<file path="src/rtl/opb_reg_pkg.sv">
// Shared types and helpers for the OPB single-word register blocks.
// Holds the bus FSM state type, byte-lane count and OPB bit-order conversion.
package opb_reg_pkg;

  typedef enum logic {
    ST_IDLE = 1'b0,
    ST_ACK  = 1'b1
  } state_e;

  localparam int OPB_NUM_LANES = 4;

  // OPB numbers bit 0 as the MSB; user logic wants a conventional [31:0] word.
  function automatic logic [31:0] opb_to_user(input logic [0:31] w);
    logic [31:0] r;
    for (int i = 0; i < 32; i++) begin
      r[31-i] = w[i];
    end
    return r;
  endfunction

endpackage

</file>
<file path="src/rtl/opb_be_merge.sv">
// Byte-enable merge of a stored word with new bus data, in user [31:0] order.
// Lane i covers bits [8*i+7:8*i]; lane 3 is the OPB MSB byte.
module opb_be_merge
  import opb_reg_pkg::*;
(
  input  logic [31:0]              old_i,
  input  logic [31:0]              data_i,
  input  logic [OPB_NUM_LANES-1:0] be_i,
  output logic [31:0]              merged_o
);

  always_comb begin
    merged_o = old_i;
    for (int i = 0; i < OPB_NUM_LANES; i++) begin
      if (be_i[i]) begin
        merged_o[8*i +: 8] = data_i[8*i +: 8];
      end
    end
  end

endmodule

</file>
<file path="src/rtl/opb_register_ppc2simulink.sv">
// OPB slave holding one PPC-written word for Simulink user logic, with write strobe and count.
// Define OPB_REG_READBACK_EN to return the stored word on Sl_DBus during read acks.
module opb_register_ppc2simulink
  import opb_reg_pkg::*;
#(
  parameter logic [31:0] C_BASEADDR   = 32'h0000_0000,
  parameter logic [31:0] C_HIGHADDR   = 32'h0000_00FF,
  parameter int          C_OPB_AWIDTH = 32,
  parameter int          C_OPB_DWIDTH = 32,
  parameter logic [31:0] C_INIT_VALUE = 32'h0000_0000
) (
  input  logic        OPB_Clk,
  input  logic        OPB_Rst_n,
  input  logic [0:31] OPB_ABus,
  input  logic [0:3]  OPB_BE,
  input  logic [0:31] OPB_DBus,
  input  logic        OPB_RNW,
  input  logic        OPB_select,
  input  logic        OPB_seqAddr,
  output logic [0:31] Sl_DBus,
  output logic        Sl_xferAck,
  output logic        Sl_errAck,
  output logic        Sl_retry,
  output logic        Sl_toutSup,
  output logic [31:0] user_data_out,
  output logic        user_data_valid,
  output logic [15:0] user_write_count,
  output state_e      dbg_state_o
);

  localparam logic [31:0] WINDOW_SPAN = C_HIGHADDR - C_BASEADDR;

  state_e      state_q, state_d;
  logic [31:0] data_q;
  logic        valid_q;
  logic [15:0] count_q;
  logic [31:0] addr_off;
  logic        in_window;
  logic        hit;
  logic        wr_hit;
  logic [3:0]  be_user;
  logic [31:0] merged;
  logic        unused_ok;

  // Offset compare folds the lower bound in: addresses below base wrap past the span.
  assign addr_off  = opb_to_user(OPB_ABus) - C_BASEADDR;
  assign in_window = (addr_off <= WINDOW_SPAN);
  assign hit       = (state_q == ST_IDLE) && OPB_select && in_window;
  assign wr_hit    = hit && !OPB_RNW;

  // Positional copy puts OPB BE[0] (MSB byte) on lane 3.
  assign be_user = OPB_BE;

  opb_be_merge u_merge (
    .old_i    (data_q),
    .data_i   (opb_to_user(OPB_DBus)),
    .be_i     (be_user),
    .merged_o (merged)
  );

  always_ff @(posedge OPB_Clk or negedge OPB_Rst_n) begin
    if (!OPB_Rst_n) begin
      state_q <= ST_IDLE;
    end else begin
      state_q <= state_d;
    end
  end

  // The ACK state never samples the request, so a held select cannot double-ack.
  always_comb begin
    state_d = state_q;
    case (state_q)
      ST_IDLE: if (hit) state_d = ST_ACK;
      ST_ACK:  state_d = ST_IDLE;
      default: state_d = ST_IDLE;
    endcase
  end

  always_comb begin
    Sl_xferAck = (state_q == ST_ACK);
    Sl_errAck  = 1'b0;
    Sl_retry   = 1'b0;
    Sl_toutSup = 1'b0;
  end

  always_ff @(posedge OPB_Clk or negedge OPB_Rst_n) begin
    if (!OPB_Rst_n) begin
      data_q  <= C_INIT_VALUE;
      valid_q <= 1'b0;
      count_q <= 16'h0000;
    end else begin
      valid_q <= wr_hit;
      if (wr_hit) begin
        data_q  <= merged;
        count_q <= count_q + 16'd1;
      end
    end
  end

`ifdef OPB_REG_READBACK_EN
  logic [31:0] rd_data_q;

  // Loaded only for the ack cycle of a read; zero otherwise so the wired-OR bus stays clean.
  always_ff @(posedge OPB_Clk or negedge OPB_Rst_n) begin
    if (!OPB_Rst_n) begin
      rd_data_q <= 32'h0000_0000;
    end else if (hit && OPB_RNW) begin
      rd_data_q <= data_q;
    end else begin
      rd_data_q <= 32'h0000_0000;
    end
  end

  assign Sl_DBus = rd_data_q;
`else
  assign Sl_DBus = '0;
`endif

  assign user_data_out    = data_q;
  assign user_data_valid  = valid_q;
  assign user_write_count = count_q;
  assign dbg_state_o      = state_q;

  assign unused_ok = OPB_seqAddr ^ (C_OPB_AWIDTH == 32) ^ (C_OPB_DWIDTH == 32);

endmodule

</file>
<file path="config.mk">
export PLATFORM = sky130hd
export DESIGN_NAME = opb_register_ppc2simulink
export DESIGN_NICKNAME = d
export VERILOG_FILES = /design/src/rtl/opb_reg_pkg.sv /design/src/rtl/opb_be_merge.sv /design/src/rtl/opb_register_ppc2simulink.sv
export SDC_FILE = /design/constraint.sdc
export NUM_CORES = 1
export LEC_CHECK = 0
export CAP_MARGIN = 20
export CORE_MARGIN = 3
export CORE_UTILIZATION = 40
export CTS_CLUSTER_SIZE = 12
export DETAILED_ROUTE_END_ITERATION = 16
export HOLD_SLACK_MARGIN = 0.03
export PLACE_DENSITY = 0.84
export SKIP_LAST_GASP = 1
export SLEW_MARGIN = 5
export SYNTH_ARGS = -nofsm -noshare
export SYNTH_HDL_FRONTEND = slang
export SYNTH_SLANG_ARGS = --single-unit
</file>
<file path="constraint.sdc">
create_clock -name OPB_Clk -period 4 [get_ports OPB_Clk]
set_clock_uncertainty 0.1 [all_clocks]
set_input_delay 0.4 -clock OPB_Clk [delete_from_list [all_inputs] [get_ports OPB_Clk]]
set_output_delay 0.4 -clock OPB_Clk [all_outputs]
set_load 0.02 [all_outputs]
</file>
After elaboration in Yosys (flattened, before gate mapping). Cells that the tools add are included.

Add/sub/neg operators: 1. Magnitude comparators: 1. Multiplexer cells: 2. Bitwise logic cells: 1. Reduce and logical (&&, ||, !) cells: 8.

Operators with widths (count): $le A32 B8 Y1 const B (1); $add A16 B1 Y16 const B (1); $reduce_and A2 Y1 (4); $logic_and A1 B1 Y1 (3); $pmux W1 S2 (1); $logic_not A1 Y1 (1); $mux W1 (1); $not A1 Y1 (1).

Register bits after elaboration: 50. Input port bits: 73. Output and inout bits: 86. Word-level logic and storage cells: 20.

Logic depth before layout (Yosys ltp).
Word-level depth: 5. Gate-level depth with buffers: 5. Gate-level depth less buffers: 5.

By module. A second synthesis with hierarchy kept.

Cells, all modules: 225. Area total of the unflattened synthesis: 2895.3 um2.

By module, submodules not included: opb_register_ppc2simulink (times used 1, cells each 189, area an instance 2369.8 um2, seq. area each 1251.2 um2); opb_be_merge (times used 1, cells each 36, area an instance 525.5 um2, seq. area each 0.0 um2).

Least setup slack after synthesis. Ideal clock, no wire load.

Path kind: reg-to-reg. Start point: register state_q (netlist: Sl_xferAck). End point: register data_q[0] (netlist: user_data_out[0]). Setup time: 125 ps. Arrival time: 1626 ps. Data required time: 3775 ps. Path slack: 2149 ps. Stages on the path, launching flop included: 6. Path buffers: 1. Clock period less this slack: 1851 ps. Cell sequence: dfrtp_1 -> nor4b_2 -> and4_1 -> buf_4 -> nand3_4 -> mux2_4.

Longest elaborated chain between the ends: 5.

RTL lines: start: declaration (line opb_register_ppc2simulink.sv:33) `state_e state_q, state_d;`; start signal: assignment (line opb_register_ppc2simulink.sv:65) `state_q <= state_d;`; $not A1 Y1 (line opb_register_ppc2simulink.sv:48) `assign hit = (state_q == ST_IDLE) && OPB_select && in_window;`; $logic_and A1 B1 Y1 (2 in a row) (line opb_register_ppc2simulink.sv:48); $logic_and A1 B1 Y1 (line opb_register_ppc2simulink.sv:49) `assign wr_hit = hit && !OPB_RNW;`; $reduce_and A2 Y1 (no source line); end signal: assignment (line opb_register_ppc2simulink.sv:94) `data_q <= merged;`; end: declaration (line opb_register_ppc2simulink.sv:34) `logic [31:0] data_q;`.

No other way between the ends. A chain may end at the register's enable or synchronous reset.

Final worst setup path.
Start point: input OPB_ABus[4] (netlist bit). End point: register count_q[1] (netlist: user_write_count[1]).

Longest elaborated chain between the ends: 3.

RTL lines: start: declaration (line opb_register_ppc2simulink.sv:14) `input logic [0:31] OPB_ABus,`; $le A32 B8 Y1 (line opb_register_ppc2simulink.sv:47) `assign in_window = (addr_off <= WINDOW_SPAN);`; $logic_and A1 B1 Y1 (line opb_register_ppc2simulink.sv:48); $logic_and A1 B1 Y1 (line opb_register_ppc2simulink.sv:49); end signal: assignment (line opb_register_ppc2simulink.sv:95) `count_q <= count_q + 16'd1;`; end: declaration (line opb_register_ppc2simulink.sv:36) `logic [15:0] count_q;`.

No other way between the ends.

==> results.rst <==
.. list-table::
   :header-rows: 1

   * - Metric
     - Value
   * - Achievable Freq
     - 429 MHz
   * - Max-slew violation count
     - 0
   * - Startpoint class of the critical path
     - primary input
   * - DPL Wire Length
     - 4780 um
   * - Total count of hold-check failures in the final report
     - 0
   * - Status
     - finished, final reports clean
   * - Port Buffer Count
     - 114
   * - Critical-path maximum fanout
     - 12
   * - RSZ-0062 raised after global routing
     - false
   * - Antenna violations before repair
     - 0
   * - Clk pwr share
     - 32.9%
   * - Via Count
     - 1771
   * - Final-layout fill cell count
     - 493
   * - Final period utilization
     - 58.2%
   * - Maximum number of pins on one net before global-route repair
     - 28
   * - Die extent in y
     - 87.0 um
   * - Tot GR Track Use
     - 16.0%
   * - Length of the first detailed-routing pass in iterations
     - 2
   * - Kind of end point of the critical path
     - flip-flop
   * - Via count of the first global-routing pass
     - 1874
   * - Post-detailed-route wirelength per cell
     - 15.5 um
   * - Setup slack after layout
     - 1.67 ns
   * - Maximum level of the CTS H-tree
     - 2
   * - Slew of the pin with the lowest slew margin
     - 0.639 ns
   * - Number of gates given a new drive strength after cts
     - 0
   * - Number of I/O pins
     - 159
   * - Total Negative Setup Slacks
     - 0 ns
   * - FF+latch count, synth
     - 50
   * - Count of endpoints failing setup in the final report
     - 0
   * - # diodes
     - 0
   * - Req. time, crit path
     - 4.09 ns
   * - Post-Syn Area per Cell
     - 13.8 sq um
   * - Combinational Power Share
     - 12.1%
   * - Maximum buffer depth of the clock tree
     - 2
   * - Relative slew slack
     - 57.2%
   * - Placer Congestion
     - 0.748
   * - Initial core utilization
     - 42.8%
   * - Aggregate routed wire length
     - 5940 um
   * - Utilization of the core after routing
     - 62.2%
   * - Instance count of the mapped netlist
     - 190
   * - Yosys warning total
     - 0
   * - Number of distinct standard cells referenced by the synthesized netlist
     - 25
   * - TritonCTS Buffers
     - 5
   * - Worst hold path type
     - flip-flop to flip-flop
   * - Psw
     - 0.000215 W
   * - Die W
     - 87.0 um
   * - WP data arrival
     - 2.42 ns
   * - Core outline area
     - 6130 sq um
   * - DRT antenna net count
     - 0
   * - GRT overflow
     - 0
   * - Clock tree from TritonCTS
     - yes
   * - Die Area
     - 7570 sq um
   * - Reg power frac
     - 55.0%
   * - Reg clk slew, reported paths
     - 0.09 ns
   * - Insertion delay to the later sink of the worst-skew pair
     - 0.30 ns
   * - Worst vdd ir
     - 0.139 mV
   * - Min cycle time layout
     - 2.33 ns
   * - Placement Rows
     - 28
   * - Count of clock tree sinks
     - 50
   * - Initial detailed-routing violation count
     - 25
   * - Fraction of power spent switching nets
     - 23.5%
   * - Pre-CTS setup slack
     - 1.33 ns
   * - Startpoint-to-endpoint class of the critical path
     - primary input to flip-flop
   * - Net count of the finished layout
     - 382
   * - P&R area growth vs syn
     - 45.3%
   * - Part of the Yosys area used for sequential elements
     - 47.7%
   * - Post-synthesis instance area
     - 2620 sq um
   * - Post-CTS setup-driven buffer insertion count
     - 0
   * - Routed via count divided by cell count
     - 4.61
   * - CTS Hold Buffers Added
     - 1
   * - Wire length of the first global-routing pass
     - 9430 um
   * - Share of cells above drive strength 1
     - 20.1%
   * - P_int
     - 0.000703 W
   * - Max-cap violations
     - 0
   * - DRC violation count after routing
     - 0
   * - Leakage
     - 1.79 nW
   * - P per Cell Area
     - 241 nW/um^2
   * - Clock Tree Root
     - clkbuf_8
-- layer usage --
layer | global-route usage, % | vias to the layer above | share of wire, %
met5 | 0 | - | 0
met4 | 2.97 | 0 | 0.57
met3 | 5.11 | 5 | 8.9
met2 | 29.1 | 81 | 53
met1 | 18.6 | 855 | 38
li1 | - | 830 | -
-- cell type report --
class	instances	area [sq um]	area share [%]
clock buffers	6	82.6	2.17
clock inverters	2	12.5	0.328
multi-input cells	134	1200	31.4
flip-flops and latches	50	1250	32.8
well taps	75	93.8	2.46
repair buffers	117	1170	30.8
-- logic make-up (layout without fill, tap and decap cells) --
logic type	Yosys count	in the layout	synth area share (%)
buffers and inverters	40	125	11.5
AND/OR/NAND/NOR	50	50	16.5
XOR/XNOR	15	15	5.01
multiplexers	33	33	18.7
flip-flops	50	50	47.7
other	1	35	0.143
adder cells (fa/ha/maj)	1	1	0.477
-- flip-flops by register name (all words and copies together) (netlist names) --
name              count
Sl_xferAck            1
user_data_out        32
user_data_valid       1
user_write_count     16
-- worst max-delay path, cell delays in order --
cell,delay (ns)
clkdlybuf4s50_1,0.41
nor4_2,0.31
nand3_1,0.49
nor3_1,0.43
mux2_2,0.37
-- worst paths after layout --
path / depth (start not counted) / start / endpoint / slack (ns)
hold / removal: 1 / user_write_count[15]$_DFFE_PN0P_ / user_write_count[15]$_DFFE_PN0P_ / 0.37
hold reg to reg: 1 / user_write_count[15]$_DFFE_PN0P_ / user_write_count[15]$_DFFE_PN0P_ / 0.37
min in group asynchronous: 2 / OPB_Rst_n / user_data_out[27]$_DFFE_PN0P_ / 0.55
setup / recovery: 5 / OPB_ABus[4] / user_write_count[1]$_DFFE_PN0P_ / 1.67
max in group asynchronous: 3 / OPB_Rst_n / user_data_out[7]$_DFFE_PN0P_ / 2.69
setup reg to reg: 4 / Sl_xferAck$_DFF_PN0_ / user_data_out[12]$_DFFE_PN0P_ / 1.81
-- cell usage after synthesis, drive strengths merged --
master | count | area (sq um)
and2 | 4 | 25.0
and3 | 1 | 6.26
and3b | 1 | 8.76
and4 | 3 | 26.3
and4b | 1 | 10.0
buf | 40 | 302
conb | 1 | 3.75
dfrtp | 50 | 1250
ha | 1 | 12.5
mux2 | 33 | 492
nand2 | 5 | 18.8
nand3 | 12 | 110
nand4 | 4 | 25.0
nor2 | 2 | 7.51
nor3 | 2 | 10.0
nor4 | 14 | 169
nor4b | 1 | 15.0
xnor2 | 4 | 35.0
xor2 | 11 | 96.3
-- layout by cell type (no fill, tap or decap), drive strengths merged, types with 2 or more instances in the layout --
cell type	synthesis	final
nor4	14	14
xnor2	4	4
conb	1	35
nand3	12	12
mux2	33	33
xor2	11	11
and4	3	3
clkbuf	0	6
nand4	4	4
buf	40	3
nor2	2	2
dfrtp	50	50
nor3	2	2
nand2	5	5
and2	4	4
clkdlybuf4s50	0	113
-- stage by stage --
stage | total power [W] | hold WS [ns] | std cells | cell area, sq um
global route | 0.000959 | 0.383 | 384 | 3810
floorplan | 0.000574 | 0.00441 | 224 | 2750
detailed placement | 0.000626 | 0.355 | 375 | 3710
finish | 0.000918 | 0.371 | 384 | 3810
CTS | 0.000930 | 0.373 | 384 | 3810
global placement | 0.000621 | 0.357 | 374 | 3690
-- power groups by stage --
stage	Sequential [W]	Combinational, W	Clock [W]
after floorplan	0.000515	0.0000587	0
after global placement	0.000515	0.000106	0
after detailed placement	0.000515	0.000111	0
after CTS	0.000505	0.000112	0.000314
after global routing	0.000505	0.000119	0.000334
final	0.000505	0.000111	0.000302
Power figures use the tool's default switching activity.
